**src/rtl/turbo_iter_sched.sv**
```systemverilog
// Turbo decoder iteration scheduler: alternates one SISO between DEC1/DEC2 half-iterations,
// counts iterations, latches hard decisions, watchdogs the SISO. Define EARLY_STOP_EN for early stop.
module turbo_iter_sched #(
  parameter int MAX_ITER = 16,
  parameter int ITER_W   = 5,
  parameter int HD_W     = 5,
  parameter int TIMEOUT  = 255
) (
  input  logic              clk_p_i,
  input  logic              reset_n_i,
  input  logic              start_i,
  input  logic [ITER_W-1:0] iter_limit_i,
  output logic              siso_start_o,
  input  logic              siso_done_i,
  output logic              half_sel_o,
  output logic              ext_clr_o,
  output logic              ext_we_o,
  input  logic [HD_W-1:0]   hd_i,
  output logic [HD_W-1:0]   hd_o,
  output logic [ITER_W-1:0] iter_cnt_o,
  output logic              busy_o,
  output logic              done_o,
  output logic              err_o
);

  localparam int WD_W = $clog2(TIMEOUT + 1);

  typedef enum logic [2:0] {
    S_IDLE    = 3'd0,
    S_LAUNCH1 = 3'd1,
    S_WAIT1   = 3'd2,
    S_LAUNCH2 = 3'd3,
    S_WAIT2   = 3'd4,
    S_CHECK   = 3'd5,
    S_FIN     = 3'd6
  } state_e;

  state_e            state_q, state_d;
  logic [ITER_W-1:0] iter_q, iter_d;
  logic [ITER_W-1:0] limit_q, limit_d;
  logic [WD_W-1:0]   wdog_q, wdog_d;
  logic              err_q, err_d;
  logic [HD_W-1:0]   hd_q, hd_d;
  logic              siso_start_q, siso_start_d;
  logic              half_sel_q, half_sel_d;
  logic              ext_clr_q, ext_clr_d;
  logic              busy_q, busy_d;
  logic              done_q, done_d;
`ifdef EARLY_STOP_EN
  logic [HD_W-1:0]   hist_q, hist_d;
`endif

  always_ff @(posedge clk_p_i or negedge reset_n_i) begin
    if (!reset_n_i) begin
      state_q      <= S_IDLE;
      iter_q       <= '0;
      limit_q      <= '0;
      wdog_q       <= '0;
      err_q        <= 1'b0;
      hd_q         <= '0;
      siso_start_q <= 1'b0;
      half_sel_q   <= 1'b0;
      ext_clr_q    <= 1'b0;
      busy_q       <= 1'b0;
      done_q       <= 1'b0;
`ifdef EARLY_STOP_EN
      hist_q       <= '0;
`endif
    end else begin
      state_q      <= state_d;
      iter_q       <= iter_d;
      limit_q      <= limit_d;
      wdog_q       <= wdog_d;
      err_q        <= err_d;
      hd_q         <= hd_d;
      siso_start_q <= siso_start_d;
      half_sel_q   <= half_sel_d;
      ext_clr_q    <= ext_clr_d;
      busy_q       <= busy_d;
      done_q       <= done_d;
`ifdef EARLY_STOP_EN
      hist_q       <= hist_d;
`endif
    end
  end

  always_comb begin
    state_d = state_q;
    iter_d  = iter_q;
    limit_d = limit_q;
    wdog_d  = wdog_q;
    err_d   = err_q;
    hd_d    = hd_q;
`ifdef EARLY_STOP_EN
    hist_d  = hist_q;
`endif
    case (state_q)
      S_IDLE: begin
        if (start_i) begin
          state_d = S_LAUNCH1;
          limit_d = (iter_limit_i == '0) ? ITER_W'(MAX_ITER) : iter_limit_i;
          iter_d  = '0;
          err_d   = 1'b0;
`ifdef EARLY_STOP_EN
          hist_d  = '0;
`endif
        end
      end
      S_LAUNCH1: begin
        state_d = S_WAIT1;
        wdog_d  = '0;
      end
      S_LAUNCH2: begin
        state_d = S_WAIT2;
        wdog_d  = '0;
      end
      S_WAIT1, S_WAIT2: begin
        // A done arriving in the expiry cycle takes priority over the timeout.
        if (siso_done_i) begin
          wdog_d = '0;
          if (state_q == S_WAIT1) begin
            state_d = S_LAUNCH2;
          end else begin
            state_d = S_CHECK;
            iter_d  = (iter_q == {ITER_W{1'b1}}) ? iter_q : iter_q + ITER_W'(1);
          end
        end else if (wdog_q == WD_W'(TIMEOUT - 1)) begin
          wdog_d  = '0;
          err_d   = 1'b1;
          state_d = S_FIN;
        end else begin
          wdog_d = wdog_q + WD_W'(1);
        end
      end
      S_CHECK: begin
`ifdef EARLY_STOP_EN
        hist_d = hd_i;
        if (iter_q == limit_q) begin
          state_d = S_FIN;
        end else if ((iter_q >= ITER_W'(2)) && (hd_i == hist_q)) begin
          state_d = S_FIN;
        end else begin
          state_d = S_LAUNCH1;
        end
`else
        state_d = (iter_q == limit_q) ? S_FIN : S_LAUNCH1;
`endif
      end
      S_FIN: begin
        hd_d    = hd_i;
        state_d = S_IDLE;
      end
      default: state_d = S_IDLE;
    endcase
  end

  // Registered outputs are derived from the state being entered.
  always_comb begin
    siso_start_d = (state_d == S_LAUNCH1) || (state_d == S_LAUNCH2);
    half_sel_d   = (state_d == S_LAUNCH2) || (state_d == S_WAIT2);
    ext_clr_d    = ((state_d == S_LAUNCH1) || (state_d == S_WAIT1)) && (iter_d == '0);
    busy_d       = (state_d != S_IDLE);
    done_d       = (state_d == S_FIN);
  end

  assign ext_we_o     = siso_done_i && ((state_q == S_WAIT1) || (state_q == S_WAIT2));
  assign siso_start_o = siso_start_q;
  assign half_sel_o   = half_sel_q;
  assign ext_clr_o    = ext_clr_q;
  assign hd_o         = hd_q;
  assign iter_cnt_o   = iter_q;
  assign busy_o       = busy_q;
  assign done_o       = done_q;
  assign err_o        = err_q;

endmodule

```
**config.mk**
```make
export PLATFORM = sky130hd
export DESIGN_NAME = turbo_iter_sched
export DESIGN_NICKNAME = d
export VERILOG_FILES = /design/src/rtl/turbo_iter_sched.sv
export SDC_FILE = /design/constraint.sdc
export NUM_CORES = 1
export LEC_CHECK = 0
export ABC_AREA = 1
export CORE_ASPECT_RATIO = 0.5
export CORE_MARGIN = 2
export CORE_UTILIZATION = 45
export DETAILED_ROUTE_END_ITERATION = 12
export PLACE_DENSITY = 0.82
export SLEW_MARGIN = 30
export SYNTH_ARGS = -nofsm -noshare
export SYNTH_HDL_FRONTEND = slang
export SYNTH_SLANG_ARGS = --single-unit
export TNS_END_PERCENT = 10
```
**constraint.sdc**
```tcl
create_clock -name clk_p_i -period 2.5 [get_ports clk_p_i]
set_input_delay 0.5 -clock clk_p_i [delete_from_list [all_inputs] [get_ports clk_p_i]]
set_output_delay 0.5 -clock clk_p_i [all_outputs]
set_load 0.005 [all_outputs]
```
Word-level counts from Yosys, hierarchy flattened
Index checks and enable logic that the tools add are counted.
{"block": "word_totals", "reg_bits": 32, "inputBits": 14, "out_inout_bits": 17}
{"block": "classes", "addsub": 2, "n_eq_ne": 17, "n_mux": 19, "reduce_logical": 16}
{"op": "5-bit 2-to-1 mux", "n": 5}
{"op": "8-bit 2-to-1 mux", "n": 2}
{"op": "8-bit case mux with 2 select lines", "n": 1}
{"op": "3-bit equality test (second input constant)", "n": 5}
{"op": "3-bit 2-to-1 mux", "n": 5}
{"op": "3-bit case mux with 5 select lines", "n": 1}
{"op": "3-bit by 2-bit equality test with 1-bit output (second input constant)", "n": 4}
{"op": "5-bit logical NOT", "n": 2}
{"op": "5-bit case mux with 2 select lines", "n": 1}
{"op": "8-bit by 1-bit adder with 8-bit output (second input constant)", "n": 1}
{"op": "8-bit equality test (second input constant)", "n": 1}
{"op": "3-bit by 1-bit equality test with 1-bit output (second input constant)", "n": 2}
{"op": "2-bit != test (second input constant)", "n": 3}
{"op": "5-bit by 1-bit adder with 5-bit output (second input constant)", "n": 1}
{"op": "5-bit equality test", "n": 1}
{"op": "5-bit equality test (second input constant)", "n": 1}
{"op": "1-bit logical OR", "n": 4}
{"op": "4-bit AND reduction", "n": 1}
{"op": "2-bit nonzero test", "n": 2}
{"op": "2-bit OR reduction", "n": 2}
{"op": "3-bit logical NOT", "n": 1}
{"op": "1-bit 2-to-1 mux", "n": 3}
{"op": "3-bit nonzero test", "n": 1}
{"op": "1-bit logical AND", "n": 2}
{"op": "other kinds (2)", "n": 2}

Logic depth before layout (Yosys ltp)
{"block": "depth", "word_depth": 7, "mapped_depth": 13}

Worst setup path before layout
Ideal clock, no wire load.
{"block": "synth_timing", "path_kind": "register -> output", "startpoint": "register state_q[1]", "endpoint": "output port ext_we_o", "t_arrival_ns": 0.995, "required_ns": 2.000, "setup_slack_ns": 1.005, "path_stages_with_launch": 6, "path_buffers": 0, "path_cell_list": "dfrtp_1 nor2_4 nand2_2 nand2_4 inv_6 nor2_4"}
{"block": "synth_via", "elab_chain_cells": 3, "elab_cells_between_ends": 4, "classes_between": "eq/ne (2); reduce/logical (2)"}
{"element": "start: declaration", "line_no": "38", "source": "state_e state_q, state_d;"}
{"element": "start signal: assignment", "line_no": "70", "source": "state_q <= state_d;"}
{"element": "3-bit by 2-bit equality test with 1-bit output or 3-bit equality test (tied branches)", "line_no": "166", "source": "assign ext_we_o = siso_done_i && ((state_q == S_WAIT1) || (state_q == S_WAIT2));"}
{"element": "1-bit logical OR *", "line_no": "166"}
{"element": "1-bit logical AND *", "line_no": "166"}
{"element": "end: declaration", "line_no": "17", "source": "output logic ext_we_o,"}
Mark *: on every way between the ends. The rest lies on a longest branch, timed or not.

Worst setup path after layout
Same ends and word-level chain as after synthesis.

==> reports/qor.txt <==
YOSYS
---------------------------------------------------------------------------------
Syn Inst Count                                                                217
Number of synthesized flops with an enable pin                                  0
Primary FF master, synth                                                  dfrtp_1
Average instance area after synthesis                                   8.04 um^2
Cell types with the highest counts after synthesis                   nand2_1 (67), dfrtp_1 (32), inv_1 (23)
Library cell with the highest instance count after synthesis              nand2_1
Count of yosys warnings during synthesis                                        0
Portion of synthesized cell area occupied by the leading cell type          45.9%
Fraction of synthesis flops using an asynchronous set or reset pin           100%
Yosys top cell by area                                                    dfrtp_1
Net Count, Synth                                                              234
Portion of the post-synthesis area used by sequential elements              45.9%
Number of flip-flops and latches in the synthesized netlist                    32
Synthesized area                                                        1750 um^2
Synth unique cells                                                             28
Biggest area contributors in the synthesized netlist                 dfrtp_1 (46%), nand2_1 (14%), nand3_1 (6.0%)

PWR
---------------------------------------------------------------------------------
Leak Pwr                                                                  1.10 nW
Cell-internal power                                                     0.00147 W
Fraction of power consumed by combinational cells                           46.9%
Clock network fraction of total power                                       20.0%
Net switching share of the total power                                      40.2%
Worst-case vdd ir drop                                                   0.537 mV
Power Density                                                        1100 nW/um^2
Net load switching power                                               0.000989 W
Sequential fraction of design power                                         33.1%

WORST SETUP PATH
---------------------------------------------------------------------------------
Type of the worst setup path                                         flip-flop to output pin
Sort of element at the end of the critical path                        output pin
Type of element launching the critical path                             flip-flop
Highest fanout seen on the critical path                                        9
Critical path arrival                                                     1.91 ns
Required time of the critical path                                        2.00 ns

TIMING
---------------------------------------------------------------------------------
Final slew viol count                                                           0
Crit path time final                                                      2.41 ns
Unrepaired setup endpoints after global routing                             false
Slew at the pin closest to its max-slew limit                            0.415 ns
Worst slew slack as a fraction of its limit                                 72.3%
Share of the clock period used by the worst path after layout               96.2%
Number of endpoints with negative hold slack in the final report                0
Total negative slack                                                         0 ns
Highest attainable clock frequency                                        416 MHz
Total of endpoints with negative setup slack in the final report                0
Clock skew after layout                                                0.00811 ns

CELLS AND AREA
---------------------------------------------------------------------------------
Filler Cell Count                                                             304
Multi-input gate area in the final layout                                832 um^2
Antenna diode instance count                                                    0
Final non-filler cell area                                              2240 um^2
Final net count                                                               274
P&R area growth vs syn                                                      28.3%
Sequential cell area in the final layout                                 801 um^2
Share of post-route cells with drive strength above 1                       12.4%

ROUTING
---------------------------------------------------------------------------------
Routed wire length per instance                                           12.4 um
DR iter-0 viols                                                                70
Post-DR vias/cell                                                            4.99
Total routed wirelength                                                   3840 um
Remaining antenna violation count after routing                                 0
Number of iterations in the first detailed-routing pass                         4
Post-route DRC violation count                                                  0
Vias                                                                         1542

GLOBAL ROUTE
---------------------------------------------------------------------------------
Maximum number of pins on one net before global-route repair                   33
Overall overflow remaining after global route                                   0
Via count of the first global-routing pass                                   1374
Initial antenna violation count                                                 0
Total track usage                                                           18.9%
Wire length of the first global-routing pass                              6220 um

CTS
---------------------------------------------------------------------------------
Resized cells post-CTS                                                          0
Clock slew at reported path FFs                                           0.07 ns
Sinks on Clock Net                                                             32
H-tree lvl count                                                                2
TritonCTS clock tree                                                         done
Hold_buf cts                                                                    0
Number of clock buffers inserted by TritonCTS                                   5
Worst-skew pair later-pin latency                                         0.29 ns
Maximum number of buffers from clock root to sink                               2
Clock root buffer                                                        clkbuf_8
Post-CTS Repair Setup Buffers                                                   0

MIN PATH
---------------------------------------------------------------------------------
Tightest Hold Check Type                                             flip-flop to flip-flop

PLACE
---------------------------------------------------------------------------------
Post-DP Area                                                            2130 um^2
HPWL Detailed                                                             2800 um
Final GP Congestion                                                         0.887
Port Buffer Count                                                              30

FLOORPLAN
---------------------------------------------------------------------------------
Overall die width                                                         92.1 um
Count of standard-cell rows                                                    15
Die outline area                                                        4420 um^2
Die Height                                                                48.0 um
Ports                                                                          31
Initial Util                                                                48.9%
Core area                                                               3570 um^2

RUN STATUS
---------------------------------------------------------------------------------
Run status                                                           finished, final reports clean

RUN
---------------------------------------------------------------------------------
Max_cap viols                                                                   0

==> worst paths after layout <==
check | from | to | slack, ns | cells past startpoint
min in group asynchronous | reset_n_i | iter_cnt_o[4] | 0.61 | 2
worst min-delay path | err_o | err_o | 0.49 | 1
worst max-delay path | state_q[1] | ext_we_o | 0.09 | 6
max in group asynchronous | reset_n_i | iter_cnt_o[0] | 1.59 | 2
worst max register to register | iter_cnt_o[0] | ext_clr_o | 0.78 | 11
worst min register to register | err_o | err_o | 0.49 | 1
==> layout make-up <==
class | instances | area share (%)
multi-input cells | 157 | 37.2
flip-flops and latches | 32 | 35.8
repair buffers | 33 | 14.4
inverters | 28 | 5.03
clock buffers | 6 | 3.24
well taps | 51 | 2.85
clock inverters | 2 | 1.56
==> state kept, by name (all words and copies together) (netlist names), 3 cells and up <==
register    cells
iter_cnt_o      5
limit_q         5
hd_o            5
state_q         3
wdog_q          8
==> logic make-up after synthesis <==
kind of cell,after synthesis,synth area share [%]
mux,5,3.23
xor+xnor,5,2.51
flops,32,45.9
simple gates,126,33.9
fa+ha+maj,3,2.15
compound gates,18,5.88
buf+inv,28,6.45
==> metal layers <==
metal	share of wire, %	wire, um	up-vias	global-route usage [%]
met5	0	0	-	0
met2	47	1800	37	31.9
li1	-	-	771	-
met1	48	1830	732	24.8
met3	4.8	184	2	4.72
met4	0.70	27	0	6.87
==> worst max-delay path: stages, from the launching register on <==
cell and delay, ns:
dfrtp_1 0.46, nor2_4 0.21, nand2_2 0.09, nand2_4 0.15, inv_6 0.06, nor2_4 0.12, clkdlybuf4s50_1 0.52
==> cell usage in the layout (no fill, tap or decap), types with 3 or more instances in the layout <==
cell,instances
a21oi_1,5
buf_4,3
clkbuf_8,5
clkdlybuf4s50_1,30
dfrtp_1,32
ha_1,3
inv_1,23
inv_2,3
mux2_2,5
nand2_1,67
nand3_1,21
nand4_1,3
nor2_1,21
o21ai_0,8
xor2_1,4
==> power groups by stage <==
| stage | Sequential [W] | Combinational (W) | Clock [W] |
|---|---|---|---|
| 2_1_floorplan | 0.000810 | 0.000749 | 0 |
| 3_3_place_gp | 0.000810 | 0.00112 | 0 |
| 4_1_cts | 0.000811 | 0.00115 | 0.000502 |
| 3_5_place_dp | 0.000820 | 0.00115 | 0 |
| 6_report | 0.000813 | 0.00115 | 0.000491 |
| 5_1_grt | 0.000836 | 0.00129 | 0.000522 |
==> metrics by stage <==
stage	total power (W)	setup slack (ns)	cells	util, %	hold WS (ns)
after CTS	0.00247	0.0671	309	62.8	0.499
after detailed placement	0.00196	0.282	301	59.8	0.482
final	0.00246	0.0938	309	62.8	0.494
after floorplan	0.00156	1.00	217	-	0.204
after global routing	0.00265	0.00111	309	62.8	0.521
after global placement	0.00193	0.299	301	59.8	0.476
Note: power is estimated with default switching activity, not from simulation.
